<file path="src/rtl/pc_sequencer.sv">
// PC sequencer for the NPC core: a multicycle fetch/wait/execute loop that owns the architectural PC.
// Optional feature: define PC_MISALIGN_CHECK_EN to trap misaligned redirect targets to trap_vec.
module pc_sequencer #(
  parameter logic [31:0] RESET_PC      = 32'h8000_0000,
  parameter int unsigned FETCH_TIMEOUT = 255
) (
  input  logic        clk,
  input  logic        rst,
  output logic        ifu_req,
  output logic [31:0] ifu_addr,
  input  logic        ifu_ready,
  input  logic        ifu_rvalid,
  input  logic [31:0] ifu_rdata,
  output logic [31:0] inst,
  output logic        inst_valid,
  input  logic        exu_done,
  input  logic        redirect_en,
  input  logic [31:0] redirect_pc,
  input  logic        trap_en,
  input  logic [31:0] trap_vec,
  output logic [31:0] pc,
  output logic [63:0] instret,
  output logic        fetch_err,
  output logic        misalign
);

  typedef enum logic [1:0] {
    FETCH_REQ,
    FETCH_WAIT,
    EXEC
  } state_e;

  localparam bit          TIMEOUT_EN   = (FETCH_TIMEOUT != 0);
  localparam logic [31:0] TIMEOUT_LAST = TIMEOUT_EN ? 32'(FETCH_TIMEOUT - 1) : 32'd0;

  state_e      state_q, state_d;
  logic [31:0] pc_q, pc_d;
  logic [31:0] inst_q, inst_d;
  logic        inst_valid_q, inst_valid_d;
  logic [63:0] instret_q, instret_d;
  logic        fetch_err_q, fetch_err_d;
  logic [31:0] cnt_q, cnt_d;
`ifdef PC_MISALIGN_CHECK_EN
  logic        misalign_q, misalign_d;
`endif

  always_comb begin
    state_d      = state_q;
    pc_d         = pc_q;
    inst_d       = inst_q;
    inst_valid_d = 1'b0;
    instret_d    = instret_q;
    fetch_err_d  = 1'b0;
    cnt_d        = cnt_q;
    ifu_req      = 1'b0;
`ifdef PC_MISALIGN_CHECK_EN
    misalign_d   = 1'b0;
`endif
    case (state_q)
      FETCH_REQ: begin
        ifu_req = 1'b1;
        if (ifu_ready) begin
          state_d = FETCH_WAIT;
          cnt_d   = 32'd0;
        end
      end
      FETCH_WAIT: begin
        // A response always wins over a timeout landing in the same cycle.
        if (ifu_rvalid) begin
          inst_d       = ifu_rdata;
          inst_valid_d = 1'b1;
          state_d      = EXEC;
        end else if (TIMEOUT_EN && (cnt_q == TIMEOUT_LAST)) begin
          fetch_err_d = 1'b1;
          pc_d        = trap_vec;
          state_d     = FETCH_REQ;
        end else begin
          cnt_d = cnt_q + 32'd1;
        end
      end
      EXEC: begin
        if (exu_done) begin
          state_d = FETCH_REQ;
          if (trap_en) begin
            pc_d = trap_vec;
          end else if (redirect_en) begin
`ifdef PC_MISALIGN_CHECK_EN
            if (redirect_pc[1:0] != 2'b00) begin
              pc_d       = trap_vec;
              misalign_d = 1'b1;
            end else begin
              pc_d      = redirect_pc;
              instret_d = instret_q + 64'd1;
            end
`else
            pc_d      = redirect_pc & 32'hFFFF_FFFC;
            instret_d = instret_q + 64'd1;
`endif
          end else begin
            pc_d      = pc_q + 32'd4;
            instret_d = instret_q + 64'd1;
          end
        end
      end
      default: state_d = FETCH_REQ;
    endcase
  end

  always_ff @(posedge clk) begin
    if (rst) begin
      state_q      <= FETCH_REQ;
      pc_q         <= RESET_PC;
      inst_q       <= 32'd0;
      inst_valid_q <= 1'b0;
      instret_q    <= 64'd0;
      fetch_err_q  <= 1'b0;
      cnt_q        <= 32'd0;
`ifdef PC_MISALIGN_CHECK_EN
      misalign_q   <= 1'b0;
`endif
    end else begin
      state_q      <= state_d;
      pc_q         <= pc_d;
      inst_q       <= inst_d;
      inst_valid_q <= inst_valid_d;
      instret_q    <= instret_d;
      fetch_err_q  <= fetch_err_d;
      cnt_q        <= cnt_d;
`ifdef PC_MISALIGN_CHECK_EN
      misalign_q   <= misalign_d;
`endif
    end
  end

  assign ifu_addr   = pc_q;
  assign pc         = pc_q;
  assign inst       = inst_q;
  assign inst_valid = inst_valid_q;
  assign instret    = instret_q;
  assign fetch_err  = fetch_err_q;
`ifdef PC_MISALIGN_CHECK_EN
  assign misalign   = misalign_q;
`else
  assign misalign   = 1'b0;
`endif

endmodule
</file>
<file path="config.mk">
export PLATFORM = sky130hd
export DESIGN_NAME = pc_sequencer
export DESIGN_NICKNAME = d
export VERILOG_FILES = /design/src/rtl/pc_sequencer.sv
export SDC_FILE = /design/constraint.sdc
export NUM_CORES = 1
export LEC_CHECK = 0
export ABC_AREA = 1
export BUFFER_PORTS_ARGS = -buffer_cell sky130_fd_sc_hd__buf_4
export CORE_MARGIN = 2
export CORE_UTILIZATION = 60
export CTS_BUF_LIST = sky130_fd_sc_hd__clkbuf_4 sky130_fd_sc_hd__clkbuf_8
export DETAILED_ROUTE_END_ITERATION = 7
export PLACE_DENSITY = 0.89
export SYNTH_ARGS = -nofsm -noshare
export SYNTH_HDL_FRONTEND = slang
export SYNTH_SLANG_ARGS = --single-unit
</file>
<file path="constraint.sdc">
create_clock -name clk -period 3.41 [get_ports clk]
set_clock_uncertainty 0.1 [all_clocks]
set_input_delay 0.1705 -clock clk [delete_from_list [all_inputs] [get_ports clk]]
set_output_delay 0.1705 -clock clk [all_outputs]
set_load 0.01 [all_outputs]
</file>
==> out/metrics.csv <==
metric;value;unit
initial core utilization;60.6;%
CP Cell Sequence;inv_1 > nor2_4 > nand2_1 > buf_4 > nand2_1 > inv_1 > nand2_4 > a21oi_1 > dlygate4sd3_1 > nor2_1;
Cell Pwr Density;313;mW/mm^2
drt total wl;36400;microns
Post-route DRC;0;
via count;12800;
NumNets Final;2167;
multi-input logic area;0.00600;sq mm
IO Pins;267;
DR vias/cell;5.58;
R2R setup slack;500;ps
power share of the clock group;39.7;%
RSZ-0062 raised after global routing;no;
Placer Congestion;1.02;
post-CTS setup buffer count;0;
Sink Count;164;
Max-cap violations;0;
CTS tree;yes;
Core Area;0.0171;sq mm
gr ovfl total;0;
Hold Path Cell Cnt;7;
top_reg_cell synth;dfxtp_1;
achievable frequency;0.344;GHz
worst path required time;3680;ps
DR WL/cell;15.9;microns
Slew @ Worst Pin;811;ps
worst skew pair latency;470;ps
fin crit period;2910;ps
distinct cell type count after synthesis;41;
Area after DPL;0.0122;sq mm
# fillers;1310;
largest net degree at the start of global routing;55;
sequential share of the synthesized area;31.7;%
Storage cell area;0.00328;sq mm
Total GRT Usage;38.8;%
die area;0.0183;sq mm
clock tree buffer depth;2;
n_diodes;0;
max-slew violation count;0;
H-Tree Level Count;4;
Worst Setup Start Kind;flop;
clock root buffer master;clkbuf_8;
crit path capture type;flop;
number of global-route vias before repair;11600;
post-synthesis net count;1894;
combinational power share;12.7;%
Sw Ratio;27.7;%
VDD IR-drop max;0.290;mV
Max-slew headroom;45.9;%
CP peak stage delay;580;ps
Inserted Clock Buffers;17;
Die Width;135;microns
Reg clk slew, reported paths;100;ps
Final setup viols;0;
Sequential Power Share;47.6;%
HPWL after detailed placement;25100;microns
WS Path Type;flop to flop;
Syn Inst Count;1787;
outcome;finished clean;
Max stage delay cell, worst path;dlygate4sd3_1;
worst-path maximum fanout;40;
Initial DRT Pass Iterations;6;
Power Internal;3.03;mW
Yosys warnings;0;
Cell Area, Synth;0.0104;sq mm
Leakage;5.54;nW
fin area;0.0134;sq mm
sw power;1.16;mW
row cnt;48;
Fin. Hold Viols;0;
DRT antenna net count;0;
DR iter-0 viols;1244;
Syn-to-layout area delta;28.9;%
synthesized flop and latch total;164;
initial antenna violation count;0;
Tcrit/Tclk final;85.4;%
Buffers on Ports;263;
first-pass GRT wire length;57000;microns
Die Height;135;microns
sum of negative setup slack;0;ps
syn_area_per_cell;5.80;sq um
worst hold path type;primary input to flop;
share of cells above drive strength 1;16.1;%
number of synthesized flops with an enable pin;0;
R2R depth;10;
ys async rst share;0;%
CP arrival;3180;ps
registers in the layout, summed over array words and instances (netlist names):
| name | cells |
|---|---|
| fetch_err | 1 |
| inst_valid | 1 |
| ifu_addr | 32 |
| inst | 32 |
| state_q | 2 |
| instret | 64 |
| cnt_q | 32 |
worst max-delay path: cells and delay by family (launching register included):
kind / cells / cell delay (ps)
and+or+nand+nor: 5 / 730
buffers and inverters: 4 / 1400
DFF: 1 / 320
AOI/OAI and AO/OA: 1 / 230
layer usage:
layer	GRT usage (%)	wire length, microns
met2	65.5	17000
met1	47.6	13900
met3	9.65	4190
met5	0	0
met4	15.4	1340
Yosys cell counts (all sizes together), types with 3 or more instances:
library cell | n | area [sq um]
nand2 | 565 | 2140
nor2 | 374 | 1450
dfxtp | 164 | 3280
nand3 | 157 | 796
inv | 155 | 582
a21oi | 136 | 681
o21ai | 55 | 275
buf | 47 | 339
clkbuf | 43 | 161
nand4 | 16 | 100
xor2 | 16 | 140
nor3 | 11 | 55.1
or2 | 9 | 56.3
xnor2 | 6 | 52.6
and2 | 5 | 31.3
ha | 4 | 50.1
o21bai | 4 | 30.0
a2bb2oi | 3 | 26.3
cells by family (layout without fill, tap and decap cells):
logic type	after synthesis	after routing	synth area share, %
simple gates	1146	1146	45.3
buf+inv	246	532	10.5
compound gates	204	204	10.2
flops	164	164	31.7
xor+xnor	22	22	1.86
fa+ha+maj	4	4	0.483
other cells	1	1	0.0362
metrics by stage:
step           std cells  hold WS [ps]  setup slack (ps)  total power, mW  utilization (%)
3_3_place_gp        2193           348               915             2.47             71.2
6_report            2298          10.2               499             4.19             78.1
4_1_cts             2298          1.92               594             4.16             78.1
2_1_floorplan       1787           235              1620             2.28                -
5_1_grt             2298          32.9               345             4.30             78.1
3_5_place_dp        2193           356               873             2.48             71.2
power by group through the flow:
stage | Clock (mW) | Sequential, mW | Combinational (mW)
6_report | 1.66 | 1.99 | 0.531
5_1_grt | 1.73 | 2.00 | 0.570
3_5_place_dp | 0 | 2.03 | 0.449
2_1_floorplan | 0 | 2.03 | 0.242
4_1_cts | 1.66 | 1.99 | 0.511
3_3_place_gp | 0 | 2.03 | 0.443
final cells by class:
| type | instances | share of cell area (%) |
|---|---|---|
| tap | 225 | 2.11 |
| multi-input combinational | 1377 | 44.9 |
| sequential | 164 | 24.6 |
| inverter | 156 | 4.38 |
| clock buffer | 18 | 1.81 |
| clock inverter | 14 | 1.59 |
| timing repair buffer | 344 | 20.7 |
timing repair:
item                      4_1_cts  5_1_grt
gates resized for setup         0        0
hold endpoints to repair       64        0
hold buffers                   73        0
cells in the final DEF, fill, tap and decap left out, drive strengths merged, types with 6 or more instances in the layout:
cell / synthesis / final
nand2: 565 / 565
nor2: 374 / 374
buf: 47 / 271
dfxtp: 164 / 164
inv: 155 / 163
nand3: 157 / 157
a21oi: 136 / 136
dlygate4sd3: 0 / 73
o21ai: 55 / 55
clkbuf: 43 / 18
nand4: 16 / 16
xor2: 16 / 16
nor3: 11 / 11
or2: 9 / 9
xnor2: 6 / 6
final timing paths:
kind,to,startpoint
setup / recovery,ifu_addr[15]$_SDFFE_PP0P_,state_q[0]$_SDFFE_PP0P_
hold reg to reg,inst[7]$_SDFFE_PP0P_,inst[7]$_SDFFE_PP0P_
setup reg to reg,ifu_addr[15]$_SDFFE_PP0P_,state_q[0]$_SDFFE_PP0P_
hold / removal,ifu_addr[21]$_SDFFE_PP0P_,trap_vec[21]
No activity file was read; power rests on OpenSTA's default activity.
